### src/rtl/serial_add_sub_unit.sv
// serial_add_sub_unit
//   Multi-cycle two's-complement adder/subtractor. Each clock processes
//   BITS_PER_CYCLE operand bits, LSB first, through a ripple chain of
//   full-adder cells. Subtraction is a + ~b + 1: b is inverted when the
//   operands are latched, and the carry register is seeded with 1.
//   The unit uses a start/busy/done handshake and reports carry-out and
//   signed overflow.
//   Optional feature macro: SERIAL_ADD_SUB_SAT_EN. When it is defined, a
//   signed overflow on the final step saturates the result to the signed
//   extreme. When it is undefined, the result wraps modulo 2^WIDTH.
module serial_add_sub_unit #(
    parameter int WIDTH          = 8,
    parameter int BITS_PER_CYCLE = 1
) (
    input  logic             clk,
    input  logic             rst,
    input  logic             start,
    input  logic             sub,
    input  logic [WIDTH-1:0] a,
    input  logic [WIDTH-1:0] b,
    output logic             busy,
    output logic             done,
    output logic [WIDTH-1:0] result,
    output logic             cout,
    output logic             ovf
);

    localparam int BPC   = BITS_PER_CYCLE;
    localparam int STEPS = WIDTH / BITS_PER_CYCLE;
    localparam int CNT_W = (STEPS > 1) ? $clog2(STEPS) : 1;

    typedef enum logic [1:0] {
        S_IDLE = 2'd0,
        S_RUN  = 2'd1,
        S_DONE = 2'd2
    } state_t;

    state_t           r_state;
    logic [WIDTH-1:0] r_a;        // operand A shift register
    logic [WIDTH-1:0] r_b;        // effective operand B (already inverted for sub)
    logic [WIDTH-1:0] r_result;
    logic             r_carry;
    logic             r_cout;
    logic             r_ovf;
    logic [CNT_W-1:0] r_cnt;

    logic [BPC:0]     w_c;        // ripple carries through this step's cells
    logic [BPC-1:0]   w_sum;
    logic [WIDTH-1:0] w_res_shift;
    logic [WIDTH-1:0] w_res_final;
    logic             w_last;
    logic             w_ovf_step;

    assign w_c[0] = r_carry;

    // Ripple chain of full-adder cells over the low bits of both shift registers
    generate
        for (genvar gi = 0; gi < BPC; gi++) begin : g_cell
            assign w_sum[gi]  = r_a[gi] ^ r_b[gi] ^ w_c[gi];
            assign w_c[gi+1]  = (r_a[gi] & r_b[gi]) | (w_c[gi] & (r_a[gi] ^ r_b[gi]));
        end
    endgenerate

    // On the final step the top cell is the MSB, so its carry-in/carry-out
    // give the signed overflow directly.
    assign w_ovf_step = w_c[BPC] ^ w_c[BPC-1];
    assign w_last     = (r_cnt == CNT_W'(STEPS - 1));

    // New sum bits enter result from the MSB side
    generate
        if (BPC == WIDTH) begin : g_shift_full
            assign w_res_shift = w_sum;
        end else begin : g_shift_part
            assign w_res_shift = {w_sum, r_result[WIDTH-1:BPC]};
        end
    endgenerate

`ifdef SERIAL_ADD_SUB_SAT_EN
    localparam logic [WIDTH-1:0] SAT_POS = {1'b0, {(WIDTH-1){1'b1}}};
    localparam logic [WIDTH-1:0] SAT_NEG = {1'b1, {(WIDTH-1){1'b0}}};
    logic r_msb_a;  // sign of operand A; equals sign of effective B whenever ovf=1

    assign w_res_final = (w_last && w_ovf_step) ? (r_msb_a ? SAT_NEG : SAT_POS)
                                                : w_res_shift;
`else
    assign w_res_final = w_res_shift;
`endif

    // Handshake FSM plus serial datapath: accept, step, finish
    always_ff @(posedge clk or posedge rst) begin
        if (rst) begin
            r_state  <= S_IDLE;
            r_a      <= '0;
            r_b      <= '0;
            r_result <= '0;
            r_carry  <= 1'b0;
            r_cout   <= 1'b0;
            r_ovf    <= 1'b0;
            r_cnt    <= '0;
`ifdef SERIAL_ADD_SUB_SAT_EN
            r_msb_a  <= 1'b0;
`endif
        end else begin
            case (r_state)
                S_IDLE, S_DONE: begin
                    if (start) begin
                        r_a      <= a;
                        r_b      <= b ^ {WIDTH{sub}};
                        r_carry  <= sub;
                        r_cnt    <= '0;
                        r_result <= '0;
                        r_cout   <= 1'b0;
                        r_ovf    <= 1'b0;
`ifdef SERIAL_ADD_SUB_SAT_EN
                        r_msb_a  <= a[WIDTH-1];
`endif
                        r_state  <= S_RUN;
                    end else begin
                        r_state  <= S_IDLE;
                    end
                end
                S_RUN: begin
                    r_a      <= r_a >> BPC;
                    r_b      <= r_b >> BPC;
                    r_carry  <= w_c[BPC];
                    r_result <= w_res_final;
                    r_cnt    <= r_cnt + 1'b1;
                    if (w_last) begin
                        r_cout  <= w_c[BPC];
                        r_ovf   <= w_ovf_step;
                        r_state <= S_DONE;
                    end
                end
                default: r_state <= S_IDLE;
            endcase
        end
    end

    assign busy   = (r_state == S_RUN);
    assign done   = (r_state == S_DONE);
    assign result = r_result;
    assign cout   = r_cout;
    assign ovf    = r_ovf;

endmodule

### config.mk
export PLATFORM = sky130hd
export DESIGN_NAME = serial_add_sub_unit
export DESIGN_NICKNAME = d
export VERILOG_FILES = /design/src/rtl/serial_add_sub_unit.sv
export SDC_FILE = /design/constraint.sdc
export NUM_CORES = 1
export LEC_CHECK = 0
export ABC_AREA = 1
export BUFFER_PORTS_ARGS = -buffer_cell sky130_fd_sc_hd__clkbuf_2
export CAP_MARGIN = 20
export CORE_ASPECT_RATIO = 1.5
export CORE_MARGIN = 3
export CORE_UTILIZATION = 53
export CTS_BUF_LIST = sky130_fd_sc_hd__clkbuf_4 sky130_fd_sc_hd__clkbuf_8 sky130_fd_sc_hd__clkbuf_16
export DETAILED_ROUTE_END_ITERATION = 10
export GPL_TIMING_DRIVEN = 0
export PLACE_DENSITY = 0.89
export SYNTH_ARGS = -nofsm -noshare
export SYNTH_HDL_FRONTEND = slang
export SYNTH_SLANG_ARGS = --single-unit
export TNS_END_PERCENT = 50
### constraint.sdc
create_clock -name clk -period 1.6 [get_ports clk]
set_input_delay 0.08 -clock clk [delete_from_list [all_inputs] [get_ports clk]]
set_output_delay 0.08 -clock clk [all_outputs]
set_load 0.02 [all_outputs]
# Yosys cells after proc, flatten, opt, wreduce, memory -nomap -nowiden
# Index checks and enable logic that the tools add are counted.
# W data, S select, Z words.
# word_totals
register_bits	32
in_bits	20
output_inout_bits	12
wordCells	44
# op_classes
n_addsub	1
eq_ne	5
mux	18
bitwise_logic	7
n_reduce_logical	5
# op_table
operator	count
$pmux W8 S2	3
$mux W8	3
$xor A8 B8 Y8	1
$pmux W1 S2	3
$pmux W3 S2	1
$mux W1	5
$pmux W2 S2	1
$add A3 B1 Y3 const B	1
$eq A3 B3 Y1 const B	1
$mux W3	1
$reduce_and A3 Y1	1
$xor A1 B1 Y1	3
$and A1 B1 Y1	2
$eq A2 B1 Y1 const B	1
$eq A2 B2 Y1 const B	1
$logic_not A2 Y1	1
$mux W2	1
$ne A2 B1 Y1 const B	1
$ne A2 B2 Y1 const B	1
$reduce_and A2 Y1	1
$reduce_bool A2 Y1	1
$reduce_or A2 Y1	1
$or A1 B1 Y1	1

# Logic depth before layout (Yosys ltp)
# Gate-level depths: netlist of run 1.
# logic_depth
word_depth	6
ltp_mapped	7
mapped_depth_nobuf	6

# Worst setup path after synthesis of run 1
# Ideal clock, no wire load.
# synth_timing
kind	flip-flop to flip-flop
from	register r_a[0]
to	register r_ovf, in the netlist ovf
setup_ps	117
t_arrival_ps	1065
required_ps	1483
setup_slack_ps	419
stages_incl_launch_ff	6
n_path_buf	0
period_less_slack_ps	1181
cell_sequence	dfrtp_1 > fa_1 > nor2_1 > nor2_1 > nand2_1 > nand2_1
# synth_via
elab_chain_len	6
word_cells_on_any_way	7
cone_classes	mux: 2; bitwise: 5
# synth_rtl
item	line	text
start, declared	39	logic [WIDTH-1:0] r_a;
start signal, assigned	123	r_a <= r_a >> BPC;
$xor A1 B1 Y1	60	assign w_c[gi+1] = (r_a[gi] & r_b[gi]) | (w_c[gi] & (r_a[gi] ^ r_b[gi]));
$and A1 B1 Y1	60	
$or A1 B1 Y1 *	60	
$xor A1 B1 Y1 *	66	assign w_ovf_step = w_c[BPC] ^ w_c[BPC-1];
$mux W1 *	128	if (w_last) begin
$pmux W1 S2 *	104	case (r_state)
end signal, assigned	130	r_ovf <= w_ovf_step;
end, declared	44	logic r_ovf;
# Every way passes the cells marked *; elsewhere a longest branch is shown, timed or not. The select of a mux whose other input is x is not followed.
# A chain may end at the register's enable or synchronous reset.

# Final worst setup path of run 1
# layout_timing
from	register r_state[0]
to	output busy
# layout_via
elab_chain_len	1
# layout_rtl
item	line	text
start, declared	38	state_t r_state;
start signal, assigned	92	r_state <= S_IDLE;
start signal, assigned	117	r_state <= S_RUN;
start signal, assigned	119	r_state <= S_IDLE;
$eq A2 B1 Y1	139	assign busy = (r_state == S_RUN);
end, declared	21	output logic busy,
# Every way passes these cells.

==> summary.txt, run 1 <==
Cells and area
  – Commonest non-fill, non-tap cells in the layout: 87 x nand2_1, 42 x nand3_1, 32 x dfrtp_1
  – Most common cell after layout, fill and taps aside: nand2_1
  – Post-layout utilization of the core: 68.1%
  – Layout cells sized above 1: 20.5%
  – P&R area growth vs syn: 19.9%
  – Finished Cell Area: 1880 µm²
  – Final net count: 269
  – # diodes: 0
  – Final Non-Filler Cells: 281
  – FILL cells: 244
  – Area of the multi-input gates: 629 µm²
  – FF+latch area: 801 µm²

Flow run
  – Maximum Capacitance Violations: 0

Drt
  – Initial DRC Count: 23
  – Vias per inst: 4.96
  – Final wirelength: 3130 µm
  – Drt drc: 0
  – Final antenna-violating net count: 0
  – Via count: 1394
  – DR pass1 iterations: 4
  – Avg WL per Cell: 11.2 µm

STA
  – Final Hold Viols: 0
  – Unrepaired setup endpoints after global routing: no
  – Clock skew: 4.27 ps
  – Final setup violation count: 0
  – Period utilization: 92.1%
  – TNS Setup: 0 ps
  – Slew @ Worst Pin: 619 ps
  – Tmin final: 1470 ps
  – Worst relative slew slack: 58.7%
  – Fmax: 678 MHz
  – Slew Limit Fails: 0

Synthesis
  – Netlist Area Pre-Place: 1570 µm²
  – Synth unique cells: 15
  – Syn nets: 229
  – Synth warnings: 0
  – #FFs+latches synth: 32
  – Synth Area per Inst: 7.62 µm²
  – Synth area leaders: dfrtp_1 51%, nand2_1 21%, nand3_1 13%
  – Yosys top cell area share: 51.0%
  – Cells after synthesis: 206
  – Sequential element share of the synthesized area: 51.0%
  – Post-synth top area cell: dfrtp_1

Die
  – Die Ht: 72.6 µm
  – Initial Util: 56.8%
  – Num rows: 23
  – Core region area: 2760 µm²
  – I/O Pins: 32
  – Chip width: 50.4 µm
  – Total die area: 3660 µm²

Setup path
  – FF-to-FF Start: r_a[0]
  – Data arrival, critical path: 1390 ps
  – Critical Path RT: 1520 ps
  – Worst flop-to-flop path endpoint: ovf
  – Max FO, Critical Path: 10
  – CP Launch Type: register
  – Worst reg-to-reg setup slack: 340 ps
  – R2r worst-path depth: 6
  – Worst Setup End Kind: primary output
  – Kind of critical path: register to primary output

GRT
  – Largest net degree at the start of global routing: 19
  – Antenna violations before repair: 0
  – Gr ovfl total: 0
  – First-pass GRT wire length: 5550 µm
  – Total track usage: 20.3%
  – Vias in the first global route: 1319

Placed design
  – Inst Count DP: 274
  – Post-Place Cell Area: 1790 µm²
  – DP Wirelength: 2310 µm
  – RD Place Congestion: 0.801
  – IO buf count: 30

Power and ir drop
  – VDD IR max: 1110 µV
  – Final total power: 3.48 mW
  – Pwr Density: 1850 nW/µm²
  – Lkg Pwr: 1.11 nW

Clock network
  – Setup Buffers After CTS: 0
  – Worst-path clk slew: 60 ps
  – CTS Buffer Depth: 2
  – Clk_lat worst skew: 280 ps
  – Inserted Clock Buffers: 5
  – CTS sink count: 32
  – CTS tree: yes
  – CTS Root Cell: clkbuf_8
  – H-tree Lvls: 2

Worst hold path
  – Hold Path End: r_b[7]
  – Worst Hold Class: input port to register
  – Worst Hold Depth: 4
  – Min-delay src: b[7]

Run status
  – Status: completed
## worst max-delay path: stages, from the launching register on
cell	delay, ps
dfrtp_1	420
inv_2	120
nor2_1	150
buf_2	230
clkbuf_2	200
## cells by family after synthesis
| group | count (synthesis) | share of synthesized area [%] |
|---|---|---|
| AO/OA/AOI/OAI | 2 | 0.637 |
| adder cells (fa/ha/maj) | 3 | 2.87 |
| flip-flops | 32 | 51.0 |
| AND/OR/NAND/NOR | 137 | 36.6 |
| buffers and inverters | 32 | 8.85 |
## synth_stat cells, drive strengths merged
library cell,n
o21ai,1
a21oi,1
or2,1
ha,2
nor2,6
nand2,88
fa,1
nand3,42
dfrtp,32
buf,9
inv,23
## repair_timing
item | CTS | global route
hold buffers | 2 | 0
endpoints found under the hold margin | 15 | 0
gates resized for setup | 0 | 0
## how the worst max path moves through the flow
stage | depth (start not counted) | startpoint | end
6_report | 4 | r_state[0] | busy
5_1_grt | 4 | r_state[0] | busy
4_1_cts | 4 | r_state[0] | busy
3_5_place_dp | 5 | r_a[0] | ovf
3_3_place_gp | 5 | r_a[0] | ovf
2_1_floorplan | 5 | r_a[0] | ovf
## through the flow
stage / hold WS, ps / setup WS [ps]
final: 91.5 / 126
after global routing: 121 / 57.3
after CTS: 78.2 / 95.7
after detailed placement: 164 / 351
after global placement: 282 / 364
after floorplan: 196 / 419
## report_power, final
group | internal, mW | leakage [nW] | switching, mW
registers | 1.18 | 0.406 | 0.241
clock network | 0.279 | 0.0359 | 0.261
logic | 0.577 | 0.665 | 0.946
## state kept, by name (all words and copies together), names as in the netlist
register / cells
r_b: 8
r_carry: 1
r_a: 8
r_state: 2
cout: 1
ovf: 1
r_cnt: 3
result: 8
## area by class of cell
type	count	area share, %
repair buffers	33	10.5
clock buffers	5	3.66
flip-flops and latches	32	42.6
inverters	23	4.59
multi-input cells	142	33.4
plain buffers	9	2.79
well taps	37	2.46
## per-layer routing
layer	vias to the layer above	track usage [%]	share of wire [%]
met2	25	34.2	52
met4	0	13.8	2.6
met3	7	4.09	4.8
met5	-	0	0
met1	649	23.0	40
li1	713	-	-
Note: power is estimated with default switching activity, not from simulation.
==> inputs of run 2 (changes only) <==
REMOVE_ABC_BUFFERS = 1   (was not set)
==> run 2 against run 1 <==
Effect of this change:
- final area is 1.5% higher
- utilization is 1.0 points higher
- total power grew 6.3%
- fmax increased by 2.3%
- combinational power barely moved
- clock power up 42%
- register-to-register slack lost 180 ps
- die area is the same
- critical path depth increased by 2
- setup slack better by 34 ps
- non-clock buffer count shrank 6
- sequential power is essentially flat
- critical path type is now register to register
- critical endpoint is now result[5]
- largest cell class unchanged
- largest power group unchanged
==> summary.txt, run 2 (synthesized netlist as in run 1, its figures left out) <==
Run status
  – Status: completed

Worst hold path
  – Worst Hold Depth: 4
  – Worst Hold Class: input port to register

Setup path
  – CP Launch Type: register
  – R2r worst-path depth: 6
  – Kind of critical path: register to register
  – Critical Path RT: 1830 ps
  – Max FO, Critical Path: 20
  – Worst Setup End Kind: register
  – Data arrival, critical path: 1670 ps

Power and ir drop
  – Sw frac: 40.4%
  – Pwr Density: 1940 nW/µm²
  – Net Switching: 1.50 mW
  – Internal power: 2.20 mW
  – Clock power frac: 20.8%
  – VDD IR max: 1090 µV
  – Final total power: 3.70 mW
  – Sequential Power Share: 38.1%
  – Share of total power in combinational logic: 41.1%
  – Lkg Pwr: 1.11 nW

Cells and area
  – # diodes: 0
  – Final Non-Filler Cells: 278
  – Commonest non-fill, non-tap cells in the layout: 87 x nand2_1, 42 x nand3_1, 31 x dfrtp_1, 31 x clkbuf_2, 20 x inv_1
  – Area of the multi-input gates: 637 µm²
  – Finished Cell Area: 1910 µm²
  – FILL cells: 243
  – Final net count: 263
  – Layout cells sized above 1: 20.7%
  – P&R area growth vs syn: 21.8%
  – Most common cell after layout, fill and taps aside: nand2_1
  – FF+latch area: 802 µm²

Placed design
  – DP Wirelength: 2180 µm
  – Post-Place Cell Area: 1760 µm²
  – RD Place Congestion: 0.766
  – Inst Count DP: 267
  – IO buf count: 31

GRT
  – Vias in the first global route: 1300
  – Total track usage: 19.7%
  – Antenna violations before repair: 0
  – Gr ovfl total: 0
  – First-pass GRT wire length: 5380 µm
  – Largest net degree at the start of global routing: 21

STA
  – Tmin final: 1440 ps
  – Period utilization: 90.0%
  – Final setup violation count: 0
  – Clock skew: 5.91 ps
  – Slew @ Worst Pin: 710 ps
  – Worst relative slew slack: 52.6%
  – Final Hold Viols: 0
  – Slew Limit Fails: 0
  – Fmax: 694 MHz
  – TNS Setup: 0 ps

Clock network
  – Worst-path clk slew: 70 ps
  – CTS Buffer Depth: 2
  – H-tree Lvls: 2
  – Inserted Clock Buffers: 5
  – CTS tree: yes
  – Clk_lat worst skew: 290 ps
  – CTS sink count: 32
  – CTS Root Cell: clkbuf_8

Drt
  – Vias per inst: 4.94
  – Final antenna-violating net count: 0
  – Final wirelength: 3080 µm
  – Initial DRC Count: 35
  – Via count: 1372
  – Avg WL per Cell: 11.1 µm
  – Drt drc: 0
  – DR pass1 iterations: 4

Die
  – Total die area: 3660 µm²
  – Initial Util: 56.8%
  – Chip width: 50.4 µm
  – Die Ht: 72.6 µm
  – Core region area: 2760 µm²
  – I/O Pins: 32
  – Num rows: 23

Flow run
  – Maximum Capacitance Violations: 0
==> run 2: worst max-delay path, cell delays in order (launching register included) <==
cell and delay (ps):
dfrtp_1 430, clkinvlp_4 250, nand2_2 210, nand2_1 130, inv_4 210, nand2_1 80
nand2_1 60
==> run 2: timing repair <==
item / CTS / global route
endpoints found under the hold margin: 16 / 0
setup buffers: 1 / 0
setup endpoints to repair: 30 / 17
resized for setup: 3 / 3
hold buffers: 2 / 0
==> run 2: final cells by class <==
type / count / share of cell area, %
inverter: 23 / 4.85
clock buffer: 6 / 3.99
multi-input combinational: 142 / 33.3
sequential: 32 / 42.0
timing repair buffer: 36 / 11.6
clock inverter: 2 / 1.83
tap: 37 / 2.42
==> run 2: power groups by stage <==
stage               sequential (mW)  combinational [mW]  clock, mW
floorplan                      1.52               0.920          0
global placement               1.44                1.35          0
detailed placement             1.44                1.45          0
CTS                            1.40                1.53      0.782
global route                   1.45                1.75      0.822
finish                         1.41                1.52      0.769
==> run 2: per-stage QoR <==
stage	hold slack, ps	util [%]	setup slack (ps)
final	65.6	69.2	159
after CTS	65.6	68.9	131
after global routing	110	69.2	-4.62
after floorplan	196	-	-224
after global placement	284	62.2	-564
after detailed placement	205	63.6	-196
==> run 2: final timing paths <==
path / from / slack (ps) / end
max: r_state[1] / 160 / result[5]
min: b[7] / 70 / r_b[7]
max reg2reg: r_state[1] / 160 / result[5]
min reg2reg: r_a[7] / 470 / r_a[7]
max in group asynchronous: rst / 650 / r_cnt[2]
min in group asynchronous: rst / 430 / r_state[0]
==> run 2: layer usage <==
metal	wire (µm)	share of wire, %	GRT usage, %
met1	1260	41	21.2
met2	1590	52	34.2
met3	158	5.1	5.73
met4	70	2.3	10.8
met5	0	0	0
